`config.mk`:
```
export PLATFORM = sky130hd
export DESIGN_NAME = cpu_seq_ctrl
export DESIGN_NICKNAME = d
export VERILOG_FILES = /design/src/rtl/cpu_seq_ctrl.sv
export SDC_FILE = /design/constraint.sdc
export NUM_CORES = 1
export LEC_CHECK = 0
export CAP_MARGIN = 20
export CORE_UTILIZATION = 44
export CTS_CLUSTER_DIAMETER = 120
export DETAILED_ROUTE_END_ITERATION = 10
export GPL_TIMING_DRIVEN = 0
export PLACE_DENSITY_LB_ADDON = 0.2
export SKIP_CTS_REPAIR_TIMING = 1
export SYNTH_ARGS = -nofsm -noshare
export SYNTH_HDL_FRONTEND = slang
export SYNTH_SLANG_ARGS = --single-unit
export TNS_END_PERCENT = 20
```
`constraint.sdc`:
```
create_clock -name clk -period 2 [get_ports clk]
set_input_delay 0.4 -clock clk [delete_from_list [all_inputs] [get_ports clk]]
set_output_delay 0.4 -clock clk [all_outputs]
set_load 0.005 [all_outputs]
```
`src/rtl/cpu_seq_ctrl.sv`:
```
// -----------------------------------------------------------------------------
// cpu_seq_ctrl
//
// Multi-cycle sequencer for the 8-bit, 4-register CPU datapath. Each instruction
// runs through FETCH -> DECODE -> EXEC -> WB. Instructions are fetched from the
// instruction ROM with a request/valid handshake. The WB-cycle commit strobes
// gate the PC, register-file and data-memory writes.
//
// Optional feature macro: CPU_SEQ_BREAKPOINT_EN
//   When defined, a PC breakpoint (bp_en/bp_addr) stops execution at FETCH entry.
//   When undefined, bp_en/bp_addr are ignored and bp_hit is tied low.
//   The port list is the same in both builds.
//
// Ports
//   clk          in   system clock (divided CPU clock)
//   reset        in   synchronous, active-low reset
//   run          in   level: keep executing while high
//   step         in   pulse: execute exactly one instruction from IDLE
//   halt_req     in   pulse: stop once the current instruction has retired
//   pc_in        in   current PC value (the fetch address)
//   fetch_req    out  request to the instruction ROM
//   instr_valid  in   ROM response valid (looked at only while fetch_req=1)
//   instr_in     in   ROM response data
//   instr_out    out  instruction register (IR) that drives the datapath
//   pc_we        out  PC update strobe (WB only)
//   rf_we_gate   out  register-file write gate (WB only)
//   mem_we_gate  out  data-memory write gate (WB only)
//   state        out  IDLE=0 FETCH=1 DECODE=2 EXEC=3 WB=4 ERR=7
//   busy         out  high when state is neither IDLE nor ERR
//   fetch_err    out  sticky fetch-timeout flag
//   instr_count  out  count of retired instructions (wraps)
//   bp_en        in   breakpoint enable
//   bp_addr      in   breakpoint PC
//   bp_hit       out  sticky breakpoint flag
// -----------------------------------------------------------------------------
module cpu_seq_ctrl #(
  parameter int INSTR_W       = 8,
  parameter int ADDR_W        = 8,
  parameter int CNT_W         = 16,
  parameter int FETCH_TIMEOUT = 15
) (
  input  logic               clk,
  input  logic               reset,
  input  logic               run,
  input  logic               step,
  input  logic               halt_req,
  input  logic [ADDR_W-1:0]  pc_in,
  output logic               fetch_req,
  input  logic               instr_valid,
  input  logic [INSTR_W-1:0] instr_in,
  output logic [INSTR_W-1:0] instr_out,
  output logic               pc_we,
  output logic               rf_we_gate,
  output logic               mem_we_gate,
  output logic [2:0]         state,
  output logic               busy,
  output logic               fetch_err,
  output logic [CNT_W-1:0]   instr_count,
  input  logic               bp_en,
  input  logic [ADDR_W-1:0]  bp_addr,
  output logic               bp_hit
);

  typedef enum logic [2:0] {
    S_IDLE   = 3'd0,
    S_FETCH  = 3'd1,
    S_DECODE = 3'd2,
    S_EXEC   = 3'd3,
    S_WB     = 3'd4,
    S_ERR    = 3'd7
  } state_t;

  // The wait counter counts the FETCH cycles that have already passed without a
  // response. The cycle in which it holds FETCH_TIMEOUT-1 is therefore the last
  // FETCH cycle that is allowed.
  localparam logic [7:0] WAIT_LAST = 8'(FETCH_TIMEOUT - 1);

  state_t             cur_state;
  state_t             nxt_state;
  logic [INSTR_W-1:0] ir;
  logic [7:0]         wait_cnt;
  logic [CNT_W-1:0]   retired;
  logic               step_mode;
  logic               halt_pend;
  logic               run_hold;
  logic               err_flag;

  logic               ir_load;
  logic               start_step;
  logic               hold_set;
  logic               bp_stop;
  logic               commit;

  // ---------------------------------------------------------------------------
  // Breakpoint compare
  // ---------------------------------------------------------------------------
`ifdef CPU_SEQ_BREAKPOINT_EN
  // bp_check is high only in the first FETCH cycle after a WB. A FETCH that is
  // entered from IDLE never compares. This lets a resumed run execute the
  // instruction that sits at the breakpoint address.
  logic bp_check;
  logic bp_flag;

  assign bp_stop = bp_check && (cur_state == S_FETCH) && bp_en && (pc_in == bp_addr);
  assign bp_hit  = bp_flag;

  always_ff @(posedge clk) begin
    if (!reset) begin
      bp_check <= 1'b0;
      bp_flag  <= 1'b0;
    end else begin
      bp_check <= (cur_state == S_WB) && (nxt_state == S_FETCH);
      if (bp_stop)
        bp_flag <= 1'b1;
      else if ((cur_state == S_IDLE) && (nxt_state == S_FETCH))
        bp_flag <= 1'b0;
    end
  end
`else
  logic unused_bp;

  assign unused_bp = ^{bp_en, bp_addr, pc_in};
  assign bp_stop   = 1'b0;
  assign bp_hit    = 1'b0;
`endif

  // ---------------------------------------------------------------------------
  // Next-state logic
  // ---------------------------------------------------------------------------
  always_comb begin
    nxt_state  = cur_state;
    ir_load    = 1'b0;
    start_step = 1'b0;
    hold_set   = 1'b0;
    case (cur_state)
      S_IDLE: begin
        // While run_hold is set, a run level that is still high from an earlier
        // halt or breakpoint is ignored. run must drop and rise again.
        if (run && !run_hold) begin
          nxt_state = S_FETCH;
        end else if (step) begin
          nxt_state  = S_FETCH;
          start_step = 1'b1;
        end
      end
      S_FETCH: begin
        if (bp_stop) begin
          nxt_state = S_IDLE;
          hold_set  = 1'b1;
        end else if (instr_valid) begin
          ir_load   = 1'b1;
          nxt_state = S_DECODE;
        end else if (wait_cnt == WAIT_LAST) begin
          nxt_state = S_ERR;
        end
      end
      S_DECODE: nxt_state = S_EXEC;
      S_EXEC:   nxt_state = S_WB;
      S_WB: begin
        // A halt_req seen in this same WB cycle counts as much as one that is
        // already pending.
        if (run && !step_mode && !halt_pend && !halt_req) begin
          nxt_state = S_FETCH;
        end else begin
          nxt_state = S_IDLE;
          hold_set  = halt_pend || halt_req;
        end
      end
      S_ERR:    nxt_state = S_ERR;
      default:  nxt_state = S_IDLE;
    endcase
  end

  // ---------------------------------------------------------------------------
  // State and control registers
  // ---------------------------------------------------------------------------
  always_ff @(posedge clk) begin
    if (!reset) begin
      cur_state <= S_IDLE;
      ir        <= '0;
      wait_cnt  <= '0;
      retired   <= '0;
      step_mode <= 1'b0;
      halt_pend <= 1'b0;
      run_hold  <= 1'b0;
      err_flag  <= 1'b0;
    end else begin
      cur_state <= nxt_state;

      if (ir_load)
        ir <= instr_in;

      if ((cur_state == S_FETCH) && (nxt_state == S_FETCH))
        wait_cnt <= wait_cnt + 8'd1;
      else
        wait_cnt <= '0;

      if ((cur_state == S_IDLE) && (nxt_state == S_FETCH))
        step_mode <= start_step;

      if (nxt_state == S_IDLE)
        halt_pend <= 1'b0;
      else if (busy && halt_req)
        halt_pend <= 1'b1;

      if (hold_set)
        run_hold <= 1'b1;
      else if (!run)
        run_hold <= 1'b0;

      if (nxt_state == S_ERR)
        err_flag <= 1'b1;

      if (cur_state == S_WB)
        retired <= retired + 1'b1;
    end
  end

  // ---------------------------------------------------------------------------
  // Outputs
  // ---------------------------------------------------------------------------
  // The commit strobes are also gated by reset. If reset is asserted during WB,
  // nothing is written at that edge.
  assign commit      = (cur_state == S_WB) && reset;
  assign pc_we       = commit;
  assign rf_we_gate  = commit;
  assign mem_we_gate = commit;

  assign fetch_req   = (cur_state == S_FETCH) && !bp_stop;
  assign instr_out   = ir;
  assign state       = cur_state;
  assign busy        = (cur_state != S_IDLE) && (cur_state != S_ERR);
  assign fetch_err   = err_flag;
  assign instr_count = retired;

endmodule
```
==> flow_summary.ini, run 1 <==
[run_status]
outcome = finished with violations
violations = negative setup slack

[synth]
synth_top_family_by_area = simple AND/OR/NAND/NOR gates
yosysTopAreaCellShare = 0.4333
syn_avg_cell_area_sq_um = 8.876
synth_fp_nets = 237
synth_compound_area_frac = 0.1257
ys_types = 43
synth_cells = 203
synthXorXnorAreaFrac = 0.06806
netlist_area_sq_um = 1802
synthFlopType = dfxtp_1
synthTopCellsByArea = dfxtp_1, nor2_1, mux2i_1
async_flop_share = 0
yosysSeqAreaShare = 0.4333
synth_edf_count = 0
netlist.top_cell.by_area = dfxtp_1
synthMuxAreaShare = 0.05000
synthAdderAreaFrac = 0.02083
synth_simple_gate_area_share = 0.2458
ys_ff_latch = 39
yosys_warnings = 0

[routing]
wl_per_cell_um = 13.21
ant_nets = 0
vias_per_cell = 5.325
first_iter_violations = 66
drc = 0
routed_wirelength_um = 4068
vias = 1640
dr.pass1.iters = 4

[clock_network]
insertion_delay_ns = 0.30
cts_tree = built
clk_pin_slew_worst_paths_ns = 0.08
cts_max_path_buffers = 2
cts_sinks = 39
root_buffer = clkbuf_8
numCtsBuffers = 5
h-tree-depth = 2

[critical_path]
cpPeakStageDelay_ns = 0.52
start_kind = flip-flop
required_ns = 1.60
r2r_cells = 6
worstSetupPathType = flip-flop to primary output
critPathSlowestCell = clkdlybuf4s50_1
critPathCaptureType = primary output
crit_start = state[0]$_SDFF_PN0_
arrival_ns = 1.75
crit_family = buffers and inverters
r2r_start = wait_cnt[0]$_SDFF_PN0_
r2r-end = wait_cnt[7]$_SDFF_PN0_
crit_path_cell_trace = buf_2 > and2_1 > a21oi_2 > clkdlybuf4s50_1
worstPathMaxFanout = 10
path_buf_inv = 2
reg2reg_slack_ns = 0.15

[floorplanning]
io_pins = 65
die_w_um = 65.99
row_count = 22
die_y_um = 65.99
initial_utilization = 0.4743
core_area_sq_um = 3799
die_area_sq_um = 4355

[sta]
slew_headroom = 0.5763
slew_violations = 0
setup_violations = 2
tightest_slew_ns = 0.6350
rsz0062_at_grt = yes
final.min_clock_period_ns = 2.153
period_share = 1.076
hold_viol = 0
fmax_mhz = 464.5
fin_ws_ns = -0.1528
finClkSkew_ns = 0.005406

[layout]
final_cell_mix = clkdlybuf4s50_1, dfxtp_1, nor2_1
syn_to_final_growth_pct = 39.03
mostFrequentLayoutCell = clkdlybuf4s50_1
num_antenna_cells = 0
nFillCells = 339
multiInputGateArea_sq_um = 934.6
nNetsFinal = 293
drive_gt1_frac = 0.1192
finalInstanceArea_sq_um = 2505
regArea_sq_um = 789.5

[global_route]
overflow = 0
grt_use_total = 0.1964
grt_pass1_wl_um = 6458
grt_antenna_before_repair = 0
grt_max_degree = 13
grt_pass1_vias = 1418

[hold_path]
hold_depth = 2
min_from = reset
min_to = fetch_err$_SDFFE_PN0N_
hold_path.class = input pin to flip-flop

[flow_run]
max_cap_viol_count = 0

[placement]
placed_area_sq_um = 2312
preCtsSetupSlack_ns = -0.6660
dp_hpwl_um = 2844
port-buffer-count = 45
place.gp.congestion = 0.8983

[pwr]
p_leak_nw = 0.9513
peakVddDrop_uv = 440.9
p_per_area_nw_per_um2 = 733.5
## metal layers
metal  up-vias  global-route usage  share of wire
li1        820                   -              -
met1       762              0.2555           0.47
met2        50              0.3023           0.47
met3         8             0.04138          0.042
met4         0              0.1037          0.019
met5         -                   0              0
## state kept, by name (all words and copies together), names as in the netlist
register	cells
halt_pend	1
wait_cnt	8
instr_out	8
run_hold	1
state	3
step_mode	1
instr_count	16
fetch_err	1
## worst max path at each step
stage | endpoint | slack (ns) | cells after the start
2_1_floorplan | pc_we | 0.18 | 5
3_3_place_gp | rf_we_gate | -0.62 | 6
3_5_place_dp | pc_we | -0.67 | 6
4_1_cts | pc_we | -0.67 | 6
5_1_grt | busy | -0.24 | 4
6_report | busy | -0.15 | 4
## power by group
| group | internal (mW) | total (mW) | switching, mW |
|---|---|---|---|
| clock network | 0.498 | 0.777 | 0.279 |
| registers | 0.800 | 0.821 | 0.0205 |
| logic | 0.129 | 0.239 | 0.110 |
## synth_stat cells (4+ instances only)
cell type / number
nand3_1: 8
o31ai_1: 5
nand2_1: 9
nor2_1: 31
nand4_1: 4
buf_4: 5
xnor2_1: 5
nor3_1: 5
dfxtp_1: 39
or4_1: 5
inv_1: 7
xor2_1: 9
mux2i_1: 9
and2_1: 4
a21oi_1: 12
clkbuf_1: 4
## area by class of cell
type / count / share of cell area
multi-input cells: 144 / 0.3731
flip-flops and latches: 39 / 0.3152
repair buffers: 49 / 0.1908
plain buffers: 12 / 0.03047
clock buffers: 6 / 0.02897
clock inverters: 2 / 0.02398
well taps: 48 / 0.02398
inverters: 8 / 0.01349
## cell families after synthesis
group                      after synthesis
DFF                                     39
muxes                                    9
xor gates and xnor gates                14
other                                    1
and+or+nand+nor                         83
adders and majority gates                3
AOI/OAI and AO/OA                       34
buffers and inverters                   20
## stage by stage
stage               std cells  hold slack (ns)  setup TNS [ns]  utilization  total power, mW
floorplan                 203           0.4456               0            -           0.9570
global placement          296           0.4561          -1.788       0.6087            1.058
detailed placement        296           0.4539          -1.911       0.6087            1.059
CTS                       304           0.4826          -2.354       0.6436            1.834
global route              308           0.4670         -0.3578       0.6594            1.902
finish                    308           0.4547         -0.2216       0.6594            1.837
Power figures use the tool's default switching activity.
==> run 2: changes to the inputs <==
--- a/config.mk
+++ b/config.mk
@@ -10,6 +10,7 @@
 export CTS_CLUSTER_DIAMETER = 120
 export DETAILED_ROUTE_END_ITERATION = 10
 export GPL_TIMING_DRIVEN = 0
+export MAX_ROUTING_LAYER = met4
 export PLACE_DENSITY_LB_ADDON = 0.2
 export SKIP_CTS_REPAIR_TIMING = 1
 export SYNTH_ARGS = -nofsm -noshare
==> flow_summary.ini, run 2 (same netlist as run 1, synthesis figures left out) <==
[clock_network]
h-tree-depth = 2
clk_pin_slew_worst_paths_ns = 0.08
insertion_delay_ns = 0.30
cts_tree = built
numCtsBuffers = 5
root_buffer = clkbuf_8
cts_max_path_buffers = 2
cts_sinks = 39

[critical_path]
cpPeakStageDelay_ns = 0.52
required_ns = 1.60
path_buf_inv = 2
critPathSlowestCell = clkdlybuf4s50_1
crit_family = buffers and inverters
reg2reg_slack_ns = 0.15
crit_path_cell_trace = buf_2 > and2_1 > a21oi_2 > clkdlybuf4s50_1
worstSetupPathType = flip-flop to primary output
arrival_ns = 1.75
worstPathMaxFanout = 10
critPathCaptureType = primary output
start_kind = flip-flop

[floorplanning]
die_area_sq_um = 4355
row_count = 22
initial_utilization = 0.4743
core_area_sq_um = 3799
io_pins = 65
die_w_um = 65.99
die_y_um = 65.99

[sta]
slew_headroom = 0.5763
final.min_clock_period_ns = 2.153
fin_ws_ns = -0.1531
period_share = 1.077
fmax_mhz = 464.5
slew_violations = 0
final.setup.tns_ns = -0.2221
finClkSkew_ns = 0.005406
setup_violations = 2
hold_viol = 0
tightest_slew_ns = 0.6350
rsz0062_at_grt = yes

[global_route]
grt_pass1_vias = 1418
grt_max_degree = 13
grt_pass1_wl_um = 6444
grt_use_total = 0.2017
grt_antenna_before_repair = 0
overflow = 0

[routing]
drc = 0
vias_per_cell = 5.328
wl_per_cell_um = 13.24
dr.pass1.iters = 4
vias = 1641
ant_nets = 0
first_iter_violations = 69
routed_wirelength_um = 4078

[layout]
mostFrequentLayoutCell = clkdlybuf4s50_1
final_cell_mix = clkdlybuf4s50_1, dfxtp_1, nor2_1
syn_to_final_growth_pct = 39.03
largest_reg_flops = 16
final_util = 0.6594
num_antenna_cells = 0
nNetsFinal = 293
drive_gt1_frac = 0.1192
nFillCells = 339
finalInstanceArea_sq_um = 2505

[flow_run]
max_cap_viol_count = 0

[placement]
port-buffer-count = 45
place.gp.congestion = 0.9135
preCtsSetupSlack_ns = -0.6660
dp_hpwl_um = 2844
placed_area_sq_um = 2312

[pwr]
p_per_area_nw_per_um2 = 734.5
power.total_mw = 1.840
p_leak_nw = 0.9513
peakVddDrop_uv = 440.9

[hold_path]
hold_path.class = input pin to flip-flop

[run_status]
violations = negative setup slack
outcome = finished with violations
-- run 2: worst paths after layout --
path                                   to  depth (start not counted)                         start
max reg2reg        wait_cnt[7]$_SDFF_PN0_                          6        wait_cnt[0]$_SDFF_PN0_
max                                  busy                          4           state[0]$_SDFF_PN0_
min                fetch_err$_SDFFE_PN0N_                          2                         reset
min reg2reg  instr_count[14]$_SDFFE_PN0P_                          2  instr_count[14]$_SDFFE_PN0P_
-- run 2: final cells by class --
| cell class | count | area, sq um | share of cell area |
|---|---|---|---|
| plain buffers | 12 | 76.32 | 0.03047 |
| clock buffers | 6 | 72.57 | 0.02897 |
| clock inverters | 2 | 60.06 | 0.02398 |
| inverters | 8 | 33.78 | 0.01349 |
| multi-input cells | 144 | 934.6 | 0.3731 |
| flip-flops and latches | 39 | 789.5 | 0.3152 |
| well taps | 48 | 60.06 | 0.02398 |
| repair buffers | 49 | 478.0 | 0.1908 |
-- run 2: power by group --
part / leakage, nW / internal, mW / switching [mW]
combinational: 0.569 / 0.129 / 0.110
clock: 0.0654 / 0.499 / 0.281
sequential: 0.317 / 0.800 / 0.0205
total: 0.951 / 1.43 / 0.412
-- run 2: metrics by stage --
step,hold slack [ns],instances
final,0.4545,308
after global routing,0.4670,308
after CTS,0.4826,304
after detailed placement,0.4539,296
after global placement,0.4561,296
after floorplan,0.4456,203
-- run 2: layer usage --
metal  up-vias  routed length (um)  track usage
li1        820                   -            -
met1       765                1922       0.2555
met2        48                1910       0.3023
met3         8                 166      0.04138
met4         0                  78       0.1037
met5         -                   0            -
-- run 2: worst reg2reg max path, cell delays in order (launching register included) --
cell,delay (ns)
dfxtp_1,0.44
inv_1,0.07
ha_1,0.19
and4b_1,0.23
a211oi_1,0.27
o2111ai_1,0.36
nor2_1,0.22
